## src/rtl/if_fetch_stage.sv

```systemverilog
// -----------------------------------------------------------------------------
// if_fetch_stage
//
// Instruction-fetch stage of the 5-stage pipeline. It owns the program counter
// and fetches one word at a time from instruction memory over a
// req/gnt/rvalid handshake that allows a single outstanding request. The
// fetched {pc, instruction} pair is presented on registered if_* outputs to
// the IF/ID pipeline register. A one-entry skid buffer absorbs a response
// that arrives while the output slot is held by a stall. A redirect from EX
// retargets the PC and squashes anything already fetched or in flight.
//
// Parameters:
//   RESET_PC       first PC fetched after reset
//   PC_STEP        sequential PC increment in bytes
//
// Ports:
//   clk            clock, all state updates on the rising edge
//   rst            asynchronous active-high reset
//   stall_i        downstream stall; holds the if_* outputs
//   redirect_valid one-cycle taken branch/jump pulse from EX
//   redirect_pc    redirect target (bits [1:0] ignored)
//   imem_req       fetch request
//   imem_addr      word-aligned fetch byte address
//   imem_gnt       request accepted this cycle when imem_req=1
//   imem_rvalid    response valid
//   imem_rdata     response instruction word
//   if_pc          PC of the presented instruction
//   if_inst        presented instruction
//   if_valid       if_pc/if_inst are valid
// -----------------------------------------------------------------------------
module if_fetch_stage #(
    parameter logic [31:0] RESET_PC = 32'h0000_0000,
    parameter logic [31:0] PC_STEP  = 32'd4
) (
    input  logic        clk,
    input  logic        rst,
    input  logic        stall_i,
    input  logic        redirect_valid,
    input  logic [31:0] redirect_pc,
    output logic        imem_req,
    output logic [31:0] imem_addr,
    input  logic        imem_gnt,
    input  logic        imem_rvalid,
    input  logic [31:0] imem_rdata,
    output logic [31:0] if_pc,
    output logic [31:0] if_inst,
    output logic        if_valid
);

    typedef enum logic {
        FETCH = 1'b0,   // may issue a request
        WAIT  = 1'b1    // one request accepted, waiting for its response
    } state_t;

    state_t      state;
    logic [31:0] pc_q;        // next address to fetch
    logic [31:0] req_pc;      // address of the request in flight
    logic        kill;        // in-flight response belongs to a squashed path
    logic        skid_valid;
    logic [31:0] skid_pc;
    logic [31:0] skid_inst;

    logic        fire;        // request accepted on this edge
    logic        deliver;     // a usable response arrives this cycle
    logic        slot_free;   // the output register may be overwritten
    logic        in_flight;   // a request is outstanding with no response yet

    // Requesting is held off while the output is stalled or the skid is full,
    // so there is always somewhere to put the response. Reset forces the
    // request low immediately, not just from the next edge.
    // NOTE: every combinational output gets a default first so no path can
    // leave it unassigned and infer a latch.
    always_comb begin
        imem_req = 1'b0;
        if (!rst && state == FETCH && !(if_valid && stall_i) && !skid_valid) begin
            imem_req = 1'b1;
        end
    end

    assign imem_addr = pc_q;
    assign fire      = imem_req && imem_gnt;
    assign deliver   = (state == WAIT) && imem_rvalid && !kill;
    assign slot_free = !if_valid || !stall_i;
    assign in_flight = (state == WAIT) && !imem_rvalid;

    // NOTE: all state below uses non-blocking assignments so every register
    // samples the pre-edge values, independent of statement order.
    always_ff @(posedge clk or posedge rst) begin
        if (rst) begin
            state      <= FETCH;
            pc_q       <= RESET_PC;
            req_pc     <= RESET_PC;
            kill       <= 1'b0;
            skid_valid <= 1'b0;
            skid_pc    <= 32'h0;
            skid_inst  <= 32'h0;
            if_valid   <= 1'b0;
            if_pc      <= 32'h0;
            if_inst    <= 32'h0;
        end else if (redirect_valid) begin
            // Redirect wins over every other event on this edge. Whatever is
            // presented or buffered is on the wrong path and is discarded.
            pc_q       <= {redirect_pc[31:2], 2'b00};
            if_valid   <= 1'b0;
            skid_valid <= 1'b0;
            if (in_flight || fire) begin
                // A response is still owed to us: stay in WAIT and swallow it.
                // If kill was already set it simply stays set.
                kill  <= 1'b1;
                state <= WAIT;
            end else begin
                // Nothing outstanding, or its response is arriving right now
                // and is dropped here.
                kill  <= 1'b0;
                state <= FETCH;
            end
        end else begin
            case (state)
                FETCH: begin
                    if (fire) begin
                        req_pc <= pc_q;
                        pc_q   <= pc_q + PC_STEP;
                        state  <= WAIT;
                    end
                end
                WAIT: begin
                    if (imem_rvalid) begin
                        kill  <= 1'b0;
                        state <= FETCH;
                    end
                end
                default: state <= FETCH;
            endcase

            // Output slot: the skid is older than any new response, so it is
            // drained first.
            if (slot_free) begin
                if (skid_valid) begin
                    if_pc      <= skid_pc;
                    if_inst    <= skid_inst;
                    if_valid   <= 1'b1;
                    skid_valid <= 1'b0;
                end else if (deliver) begin
                    if_pc    <= req_pc;
                    if_inst  <= imem_rdata;
                    if_valid <= 1'b1;
                end else begin
                    if_valid <= 1'b0;
                end
            end else if (deliver) begin
                skid_pc    <= req_pc;
                skid_inst  <= imem_rdata;
                skid_valid <= 1'b1;
            end
        end
    end

endmodule

```

## config.mk

```make
export PLATFORM = sky130hd
export DESIGN_NAME = if_fetch_stage
export DESIGN_NICKNAME = d
export VERILOG_FILES = /design/src/rtl/if_fetch_stage.sv
export SDC_FILE = /design/constraint.sdc
export NUM_CORES = 1
export LEC_CHECK = 0
export ABC_CLOCK_PERIOD_IN_PS = 8400
export BUFFER_PORTS_ARGS = -buffer_cell sky130_fd_sc_hd__buf_4
export CORE_MARGIN = 2
export CORE_UTILIZATION = 25
export CTS_CLUSTER_DIAMETER = 100
export DETAILED_ROUTE_END_ITERATION = 12
export HOLD_SLACK_MARGIN = 0.03
export SLEW_MARGIN = 20
export SYNTH_ARGS = -nofsm -noshare
export SYNTH_HDL_FRONTEND = slang
export SYNTH_SLANG_ARGS = --single-unit
export TNS_END_PERCENT = 100
```

## constraint.sdc

```tcl
create_clock -name clk -period 8.4 [get_ports clk]
set_clock_uncertainty 0.2 [all_clocks]
set_input_delay 1.68 -clock clk [delete_from_list [all_inputs] [get_ports clk]]
set_output_delay 1.68 -clock clk [all_outputs]
set_load 0.01 [all_outputs]
```

# == Yosys cells after proc, flatten, opt, wreduce, memory -nomap -nowiden ==
# Cells that the tools add are included.
# totals
ff_bits,196
wordCells,66
out_inout_bits,98
input_bits,70
# op_classes
bitwise_logic,3
mux,23
add_sub_neg,1
n_eq_ne,1
n_reduce_logical,28
# op_table
operator,n
two-way mux 32 bit,7
adder 32 x 3 -> 32 bit (second input constant),1
two-way mux 1 bit,15
nonzero test 2 bit,5
AND reduction 3 bit,3
logical AND 1 bit,8
zero test 1 bit,7
AND reduction 2 bit,2
NOT 1 bit,3
nonzero test 3 bit,1
logical OR 1 bit,2
inequality test 2 bit (second input constant),1
one-hot mux 1 bit (2 select lines),1

# == Depth between registers and ports, before layout ==
# Gate-level depths: netlist (run 1).
# depth
depth_word,9
depth_mapped,7
mapped_depth_nobuf,5

# == Worst setup path before layout (run 1) ==
# OpenSTA, ideal clock, no wires.
# synth_timing
path_type,input to output
start,input stall_i
end,output imem_req
path_stages,2
arrival_time_ps,2231
n_path_buf,1
required_time_ps,6520
setup_slack_ps,4289
path_cell_list,a2111oi_4 -> buf_2
# synth_between
elab_chain_len,5
# synth_lines
element,line,rtl
start: declaration,37,"input logic stall_i,"
logical AND 1 bit,75,if (!rst && state == FETCH && !(if_valid && stall_i) && !skid_valid) begin
zero test 1 bit,75,
logical AND 1 bit (2 in series),75,
two-way mux 1 bit,75,
end: declaration,40,"output logic imem_req,"
# Every way passes these cells.

# == Final worst setup path (run 1) ==
# Same ends and word-level chain as after synthesis.

==> metrics.cfg, run 1 <==
[worst_setup_path]
cp_data_required_time_ns = 6.52
crit_chain = buf_4 > a2111oi_4 > buf_4
crit_buf_inv = 2
slowest_delay_ns = 0.73
crit_slowest_cell = a2111oi_4
rrSetupSlack_ns = 4.96
critPathMaxFanout = 12
crit_family = compound AO/OA/AOI/OAI gates
timing_worst_setup_path_type = input pin to output pin
worst_setup_path_end_kind = output pin
cp.arrival_ns = 2.79
start_kind = input pin
path_common_cell = buf_4

[routing]
firstDrtPassIters = 4
via_per_inst = 4.54
route.detailed.drc = 0
ant_nets = 0
wl_per_cell_um = 16.1
drt-total-wl_um = 20800
drt_iter0_markers = 251
vias = 5848

[finish]
layout-drive-gt1-share = 0.348
syn_to_final_growth_pct = 27.4
final_nets = 905
stdcell_area_um2 = 10400

[synth]
seq_area_frac_synth = 0.576
avgSynthCellArea_um2 = 11.8
yosys-top-cells-area = dfrtp_1 (58%), mux2_2 (12%), mux2i_1 (7.7%), a21oi_1 (3.8%), nor2_1 (3.5%)
synth_top_area_share = 0.576
synth_top_area_cell = dfrtp_1
yosys_warnings = 0
synthCells = 691
yosysUniqueCellTypes = 35
netlist_area_um2 = 8170
ys_seq_elements = 188

[timing]
hold_violations = 0
final.setup.worst_slack_ns = 3.73
fin_crit_sh = 0.556
setup_tns_ns = 0
slew_headroom = 0.331
setup_violations = 0
fin_crit_ns = 4.67
worstMarginPinSlew_ns = 1.00
rsz0062_at_grt = no
fmax_ghz = 0.214
slew_violations = 0

[run_status]
status = complete, no violations

[clocking]
clkTransAtPathRegs_ns = 0.08
clockRootBuffer = clkbuf_16
cts_hold_buf = 0
clkLatencyLatePin_ns = 0.43
cts_setup_buffers = 0
h-tree-depth = 4
cts_resized = 0
clock_sinks = 188
clk_path_buf_depth = 2
cts_made_buffers = 17
cts_tree = built

[grt]
grt-ovfl-total = 0
grt_pass1_wl_um = 32000
antenna_found_initial = 1
grt_usage = 0.123
grt_max_degree = 119
grt_pass1_vias = 5535

[power_and_ir_drop]
p_per_area_nw_per_um2 = 261
power_mw = 2.71
power.leakage_nw = 4.47
vdd_drop_max_uv = 141

[floorplanning]
rows = 66
die_y_um = 185
core-area_um2 = 32400
initial_core_util = 0.252
top_level_ports = 168
die_x_um = 185
dieArea_um2 = 34100

[place]
placed_area_um2 = 9820
hpwl_um = 13600
dp_slack_ns = 3.72
routabilityCongestion = 0.729
portBuffers = 161

[run]
cap_violations = 0

[hold_path]
hold_class = register to register

==> layer usage <==
| layer | vias up | share of wire | global-route usage |
|---|---|---|---|
| li1 | 2786 | - | - |
| met1 | 2909 | 0.47 | 0.164 |
| met2 | 141 | 0.47 | 0.195 |
| met3 | 12 | 0.056 | 0.0348 |
| met4 | 0 | 0.0099 | 0.0314 |
| met5 | - | 0 | 0 |
==> worst paths after layout <==
check / startpoint / end / cells after the start
max: stall_i / imem_req / 3
min: req_pc[9]$_DFFE_PP0P_ / req_pc[9]$_DFFE_PP0P_ / 2
max reg2reg: skid_valid$_DFFE_PP0P_ / imem_addr[31]$_DFFE_PP0P_ / 4
min reg2reg: req_pc[9]$_DFFE_PP0P_ / req_pc[9]$_DFFE_PP0P_ / 2
max in group asynchronous: rst / skid_inst[18]$_DFFE_PP0P_ / 3
min in group asynchronous: rst / imem_addr[7]$_DFFE_PP0P_ / 2
==> placed cells by master, fill, tap and decap left out, types with 2 or more instances in the layout <==
cell       instances
and2_1             2
nand4_1           12
or4_1             19
o211ai_1           7
o31a_1             2
inv_8              4
clkinv_4           2
nor2_1            77
mux2i_1           63
and3_1             5
inv_1              5
and4_1             6
xor2_1             6
a31oi_1           14
nand3_1           16
clkbuf_16         17
buf_4            167
o31ai_1           12
mux2_2            90
inv_6              5
nand2_1           31
conb_1             4
o21ai_0           14
dfrtp_1          187
a21oi_1           62
==> worst min-delay path, cell delays in order (launching register included) <==
cell and delay, ns:
dfrtp_1 0.36, nand2_1 0.05, o21ai_0 0.06
==> report_power, final <==
group	switching [mW]	internal [mW]	leakage, nW
combinational	0.295	0.340	1.89
sequential	0.145	1.12	2.30
clock	0.393	0.422	0.284
==> cell families (layout without fill, tap and decap cells) <==
kind of cell,count (synthesis),count (layout),share of synthesized area
simple gates,175,175,0.104
buf+inv,52,204,0.0274
flops,188,188,0.576
compound gates,114,114,0.0823
fa+ha+maj,1,1,0.00153
other cells,1,5,0.000459
mux,153,153,0.201
xor+xnor,7,7,0.00751
==> synthesized netlist by cell type <==
library cell	instances
a21o_1	1
nor2_1	77
nor4_1	1
nor3_1	1
clkbuf_1	25
buf_4	4
nand3_1	17
a21oi_1	62
o21ai_0	14
buf_1	6
xnor2_1	1
and2_1	2
nand4_1	12
conb_1	1
o31a_1	2
a2111oi_4	1
inv_1	6
o31ai_1	12
a31oi_1	14
dfrtp_1	188
ha_1	1
or4b_1	1
or3_1	1
xor2_1	6
and3_1	5
or4_1	19
buf_2	11
nand2b_1	1
mux2i_1	63
mux2_2	90
o211ai_1	7
a221oi_1	1
and4_1	6
nand3b_1	1
nand2_1	31
==> cell type report <==
type,count,area (um2)
timing repair buffer,167,1250
sequential,188,4710
clock buffer,17,425
antenna,1,2.50
tap,442,553
fill,3332,22000
clock inverter,14,154
multi-input combinational,454,3280
inverter,6,30.0
==> flip-flops by register name, summed over array words and instances, names as in the netlist <==
register    cells
skid_valid      1
skid_inst      32
if_inst        32
imem_addr      30
req_pc         30
state           1
if_pc          30
if_valid        1
skid_pc        30
kill            1
==> stage by stage <==
step                      hold slack [ns]  instances   util
after detailed placement            0.292       1257  0.303
after floorplan                     0.265        694      -
final                               0.303       1289  0.321
after global placement              0.279       1257  0.303
after CTS                           0.310       1288  0.321
after global routing                0.315       1288  0.321
No activity file was read; power rests on OpenSTA's default activity.
==> run 2, diff against run 1 <==
Settings changed: ABC_AREA set to 1, ABC_CLOCK_PERIOD_IN_PS 8400 to 4300.
Clock period 8.4 ns to 4.3 ns, I/O delays scaled along.
==> metrics.cfg, run 2 <==
[synth]
yosys_warnings = 0  ; unchanged
synth_top_area_cell = dfrtp_1  ; unchanged
synthSimpleGateAreaFrac = 0.213  ; was 0.104
synthCells = 1066  ; was 691
avgSynthCellArea_um2 = 8.11  ; was 11.8 um2
async_flop_share = 1.00  ; unchanged
ys_seq_elements = 188  ; unchanged
synth_top_family_by_area = simple AND/OR/NAND/NOR gates  ; was multiplexers
synth_compound_area_frac = 0.148  ; was 0.0823
synthAdderAreaFrac = 0.00145  ; was 0.00153
synth_edf_count = 0  ; unchanged
synthTopCellsByCount = nand2_1 (339), o21ai_0 (218), dfrtp_1 (188)  ; was dfrtp_1 (188), mux2_2 (90), nor2_1 (77)
synth-main-ff-cell = dfrtp_1  ; unchanged
seq_area_frac_synth = 0.544  ; was 0.576
synthMostInstantiatedCell = nand2_1  ; was dfrtp_1
yosys-top-cells-area = dfrtp_1 (54%), nand2_1 (15%), o21ai_0 (13%), inv_1 (4.2%), nor2_1 (2.8%)  ; was dfrtp_1 (58%), mux2_2 (12%), mux2i_1 (7.7%), a21oi_1 (3.8%), nor2_1 (3.5%)
synth_top_area_share = 0.544  ; was 0.576
netlist_area_um2 = 8640  ; was 8170 um2
muxShareOfSynthArea = 0  ; was 0.201
yosysUniqueCellTypes = 29  ; was 35
synth_xor_area_frac = 0.00912  ; was 0.00751

[grt]
busiest_layer = met1  ; was met2
grt_usage = 0.132  ; was 0.123
grt_max_degree = 125  ; was 119
use_met1 = 0.196  ; was 0.164
grtUsageMet3 = 0.0280  ; was 0.0348
grt-ovfl-total = 0  ; unchanged
use_met2 = 0.186  ; was 0.195
antenna_found_initial = 0  ; was 1
grt_pass1_vias = 6644  ; was 5,535
grt_pass1_wl_um = 37100  ; was 32,000 um

[routing]
drt-total-wl_um = 23000  ; was 20,800 um
wl_per_cell_um = 13.8  ; was 16.1 um
via_per_inst = 4.33  ; was 4.54
route.detailed.drc = 0  ; unchanged
firstDrtPassIters = 5  ; was 4
ant_nets = 0  ; unchanged
drt_iter0_markers = 505  ; was 251
vias = 7219  ; was 5,848

[floorplanning]
die_x_um = 190  ; was 185 um
core-area_um2 = 34300  ; was 32,400 um2
top_level_ports = 168  ; unchanged
initial_core_util = 0.252  ; about the same
die_y_um = 190  ; was 185 um
rows = 68  ; was 66
dieArea_um2 = 36100  ; was 34,100 um2

[finish]
layout-drive-gt1-share = 0.182  ; was 0.348
final_nets = 1270  ; was 905
reg_top3 = if_inst (32), skid_inst (32)  ; unchanged
diodes = 0  ; was 1
layout_commonest_cell = nand2_1  ; was dfrtp_1
stdcell_area_um2 = 10800  ; was 10,400 um2
layout_common_cells = nand2_1 (339), o21ai_0 (218), dfrtp_1 (188), buf_4 (167), inv_1 (94)  ; was dfrtp_1 (187), buf_4 (167), mux2_2 (90), nor2_1 (77), mux2i_1 (63)
finalNonFillerCells = 1667  ; was 1,289
syn_to_final_growth_pct = 25.1  ; was 27.4%
nFillCells = 3616  ; was 3,332

[timing]
slew_violations = 0  ; unchanged
setup_tns_ns = 0  ; unchanged
rsz0062_at_grt = no  ; unchanged
fin_crit_sh = 0.591
worstMarginPinSlew_ns = 0.734  ; was 1.00 ns
setup_violations = 0  ; unchanged
fmax_ghz = 0.393
slew_headroom = 0.511  ; was 0.331
hold_violations = 0  ; unchanged
fin_crit_ns = 2.54

[power_and_ir_drop]
p_per_area_nw_per_um2 = 495  ; was 261 nW/um2
power.leakage_nw = 5.35  ; was 4.47 nW
vdd_drop_max_uv = 296  ; was 141 uV

[run_status]
status = complete, no violations  ; unchanged

[clocking]
cts_hold_buf = 0  ; unchanged
clockRootBuffer = clkbuf_16  ; unchanged
cts_tree = built  ; unchanged
clk_path_buf_depth = 2  ; unchanged
cts_setup_buffers = 0  ; unchanged
cts_resized = 0  ; unchanged
clock_sinks = 188  ; unchanged
cts_made_buffers = 17  ; unchanged
clkTransAtPathRegs_ns = 0.08  ; about the same
h-tree-depth = 4  ; unchanged
clkLatencyLatePin_ns = 0.45  ; was 0.43 ns

[place]
routabilityCongestion = 0.817  ; was 0.729
hpwl_um = 15800  ; was 13,600 um
placed_area_um2 = 10200  ; was 9820 um2
placed_cells = 1635  ; was 1,257
portBuffers = 161  ; unchanged

[hold_path]
hold_class = input pin to asynchronous set/reset pin  ; was register to register

[worst_setup_path]
start_kind = input pin  ; unchanged
cp.arrival_ns = 1.48  ; was 2.79 ns
cp_data_required_time_ns = 3.24  ; was 6.52 ns
worst_setup_path_end_kind = output pin  ; unchanged
timing_worst_setup_path_type = input pin to output pin  ; unchanged
critPathMaxFanout = 4  ; was 12

[run]
cap_violations = 0  ; unchanged

==> run 2: cell type report <==
cell class              count  area, um2  area share
repair buffers            171       1330       0.123
well taps                 455        569      0.0527
clock buffers              18        429      0.0397
multi-input cells         721       3240       0.300
clock inverters            14        155      0.0144
flip-flops and latches    188       4700       0.435
inverters                 100        382      0.0353
==> run 2: worst max-delay path, cell delays in order <==
cell and delay [ns]:
buf_4 0.12, nand2_1 0.10, inv_1 0.10, nor2_1 0.15, buf_4 0.14
==> run 2: cell families after synthesis <==
family / count (synthesis)
flip-flops: 188
AO/OA/AOI/OAI: 250
buffers and inverters: 160
AND/OR/NAND/NOR: 457
other: 1
XOR/XNOR: 9
adder cells (fa/ha/maj): 1
==> run 2: through the flow <==
stage               setup WS (ns)  utilization  total power [mW]  hold slack (ns)
floorplan                   0.820            -              3.07            0.248
global placement             1.56        0.298              3.78            0.261
detailed placement           1.53        0.298              3.81            0.267
CTS                          1.74        0.315              5.44            0.233
global route                 1.69        0.315              5.73            0.244
finish                       1.76        0.315              5.35            0.242
==> run 2: final timing paths <==
kind	start	end	slack (ns)	cells past startpoint
min in group clk	skid_pc[21]$_DFFE_PP0P_	skid_pc[21]$_DFFE_PP0P_	0.28	2
worst min-delay path	rst	imem_addr[12]$_DFFE_PP0P_	0.24	2
worst min register to register	skid_pc[21]$_DFFE_PP0P_	skid_pc[21]$_DFFE_PP0P_	0.28	2
max in group asynchronous	rst	if_inst[5]$_DFFE_PP0P_	2.82	3
worst max register to register	skid_valid$_DFFE_PP0P_	if_inst[25]$_DFFE_PP0P_	2.02	5
worst max-delay path	stall_i	imem_req	1.76	5
==> run 2: report_power, final <==
| group | internal [mW] | switching (mW) | total [mW] |
|---|---|---|---|
| registers | 2.17 | 0.251 | 2.42 |
| logic | 0.608 | 0.724 | 1.33 |
| clock network | 0.825 | 0.775 | 1.60 |
| total | 3.60 | 1.75 | 5.35 |
==> run 2: routing by layer <==
layer / vias to the layer above / wire, um
met3: 28 / 1450
met5: - / 0
met2: 237 / 9630
met1: 3296 / 11500
met4: 0 / 435
li1: 3658 / -
==> run 3, diff against run 2 <==
Settings changed: ABC_CLOCK_PERIOD_IN_PS 4300 to 2029.
Clock period 4.3 ns to 2.03 ns, I/O delays scaled along.
==> metrics.cfg, run 3 (synthesized netlist as in run 2, its figures left out) <==
[routing]
firstDrtPassIters = 5  ; unchanged
drt_iter0_markers = 459  ; was 505
via_per_inst = 4.34  ; was 4.33
vias = 7444  ; was 7,219
route.detailed.drc = 0  ; unchanged
ant_nets = 0  ; unchanged
drt-total-wl_um = 25200  ; was 23,000 um
wl_per_cell_um = 14.7  ; was 13.8 um

[finish]
nFillCells = 3551  ; was 3,616
reg_top3 = if_inst (32), skid_inst (32)  ; unchanged
stdcell_area_um2 = 11400  ; was 10,800 um2
layout-drive-gt1-share = 0.203  ; was 0.182
syn_to_final_growth_pct = 32.3  ; was 25.1%
finalNonFillerCells = 1717  ; was 1,667
diodes = 0  ; unchanged
layout_common_cells = nand2_1 (338), o21ai_0 (216), dfrtp_1 (188), buf_4 (187), inv_1 (94)  ; was nand2_1 (339), o21ai_0 (218), dfrtp_1 (188), buf_4 (167), inv_1 (94)
layout_commonest_cell = nand2_1  ; unchanged
final_nets = 1320  ; was 1,270
final_util = 0.333  ; was 0.315

[worst_setup_path]
critPathMaxFanout = 13  ; was 4
start_kind = input pin  ; unchanged
cp.arrival_ns = 2.12  ; was 1.48 ns
worst_setup_path_end_kind = register  ; was output pin
timing_worst_setup_path_type = input pin to register  ; was input pin to output pin
cp_data_required_time_ns = 2.18  ; was 3.24 ns

[timing]
rsz0062_at_grt = no  ; unchanged
setup_violations = 0  ; unchanged
slew_headroom = 0.622  ; was 0.511
setup_tns_ns = 0  ; unchanged
fin_crit_ns = 1.97
worstMarginPinSlew_ns = 0.567  ; was 0.734 ns
fmax_ghz = 0.508
slew_violations = 0  ; unchanged
hold_violations = 0  ; unchanged
fin_crit_sh = 0.969

[floorplanning]
initial_core_util = 0.252  ; unchanged
core-area_um2 = 34300  ; unchanged
dieArea_um2 = 36100  ; unchanged
rows = 68  ; unchanged
die_y_um = 190  ; unchanged
die_x_um = 190  ; unchanged
top_level_ports = 168  ; unchanged

[place]
hpwl_um = 16500  ; was 15,800 um
portBuffers = 161  ; unchanged
placed_area_um2 = 10400  ; was 10,200 um2
routabilityCongestion = 0.905  ; was 0.817
placed_cells = 1656  ; was 1,635

[clocking]
clkLatencyLatePin_ns = 0.44  ; was 0.45 ns
clockRootBuffer = clkbuf_16  ; unchanged
cts_made_buffers = 17  ; unchanged
clkTransAtPathRegs_ns = 0.07  ; was 0.08 ns
clock_sinks = 188  ; unchanged
h-tree-depth = 4  ; unchanged
cts_tree = built  ; unchanged
clk_path_buf_depth = 2  ; unchanged

[grt]
grt_pass1_vias = 6807  ; was 6,644
grt_usage = 0.134  ; was 0.132
grt-ovfl-total = 0  ; unchanged
grt_pass1_wl_um = 37800  ; was 37,100 um
grt_max_degree = 125  ; unchanged
antenna_found_initial = 0  ; unchanged

[run_status]
status = complete, no violations  ; unchanged

[power_and_ir_drop]
p_per_area_nw_per_um2 = 1010  ; was 495 nW/um2
power_mw = 11.6  ; was 5.35 mW
power.leakage_nw = 5.66  ; was 5.35 nW
vdd_drop_max_uv = 636  ; was 296 uV

[hold_path]
hold_class = input pin to register  ; was input pin to asynchronous set/reset pin

[run]
cap_violations = 0  ; unchanged

run 3: metrics by stage:
| stage | hold slack (ns) | setup slack [ns] |
|---|---|---|
| 6_report | 0.0540 | 0.0628 |
| 5_1_grt | 0.0451 | 0.00149 |
| 4_1_cts | 0.0301 | 0.00208 |
| 3_5_place_dp | 0.268 | 0.0236 |
| 3_3_place_gp | 0.261 | 0.0561 |
| 2_1_floorplan | 0.248 | -0.996 |
run 3: per-layer routing:
| metal | track usage | part of all wire | wire length (um) | up-vias |
|---|---|---|---|---|
| li1 | - | - | - | 3754 |
| met1 | 0.197 | 0.50 | 12600 | 3449 |
| met2 | 0.191 | 0.42 | 10700 | 212 |
| met3 | 0.0314 | 0.060 | 1510 | 29 |
| met4 | 0.0423 | 0.016 | 405 | 0 |
| met5 | 0 | 0 | 0 | - |
run 3: final cells by class:
class / count / area, um2 / area share
Clock buffer: 21 / 460 / 0.0403
Clock inverter: 11 / 134 / 0.0117
Inverter: 100 / 394 / 0.0345
Multi-Input combinational cell: 721 / 3260 / 0.285
Sequential cell: 188 / 4700 / 0.412
Tap cell: 455 / 569 / 0.0498
Timing Repair Buffer: 220 / 1910 / 0.167
Timing Repair inverter: 1 / 6.26 / 0.000547
run 3: worst paths after layout:
kind,start,end,slack (ns),cells after the start
worst max-delay path,imem_rvalid,if_inst[21]$_DFFE_PP0P_,0.06,11
worst min-delay path,redirect_pc[5],imem_addr[5]$_DFFE_PP0P_,0.05,3
worst max register to register,imem_addr[15]$_DFFE_PP0P_,imem_addr[22]$_DFFE_PP0P_,0.17,8
worst min register to register,skid_pc[30]$_DFFE_PP0P_,skid_pc[30]$_DFFE_PP0P_,0.28,2
max in group asynchronous,rst,if_inst[19]$_DFFE_PP0P_,0.55,4
min in group asynchronous,rst,req_pc[9]$_DFFE_PP0P_,0.53,4
run 3: worst max-delay path, stage by stage:
cell and delay, ns:
dlygate4sd3_1 0.56, buf_4 0.15, nand2_1 0.08, nor2_2 0.05, o21ai_2 0.17, nor2_4 0.06
buf_4 0.15, inv_4 0.14, buf_6 0.21, nand2_1 0.07, o21ai_0 0.06
run 3: where the power goes:
| group | internal, mW | total, mW | switching [mW] |
|---|---|---|---|
| clock | 1.90 | 3.45 | 1.54 |
| combinational | 1.40 | 3.02 | 1.62 |
| sequential | 4.60 | 5.11 | 0.506 |
| total | 7.90 | 11.6 | 3.67 |
run 3: timing repair:
action | in CTS | in global routing
buffers inserted | 0 | 4
gates resized for setup | 0 | 13
setup endpoints to repair | 0 | 60
endpoints found under the hold margin | 161 | 1
hold buffers | 17 | 1
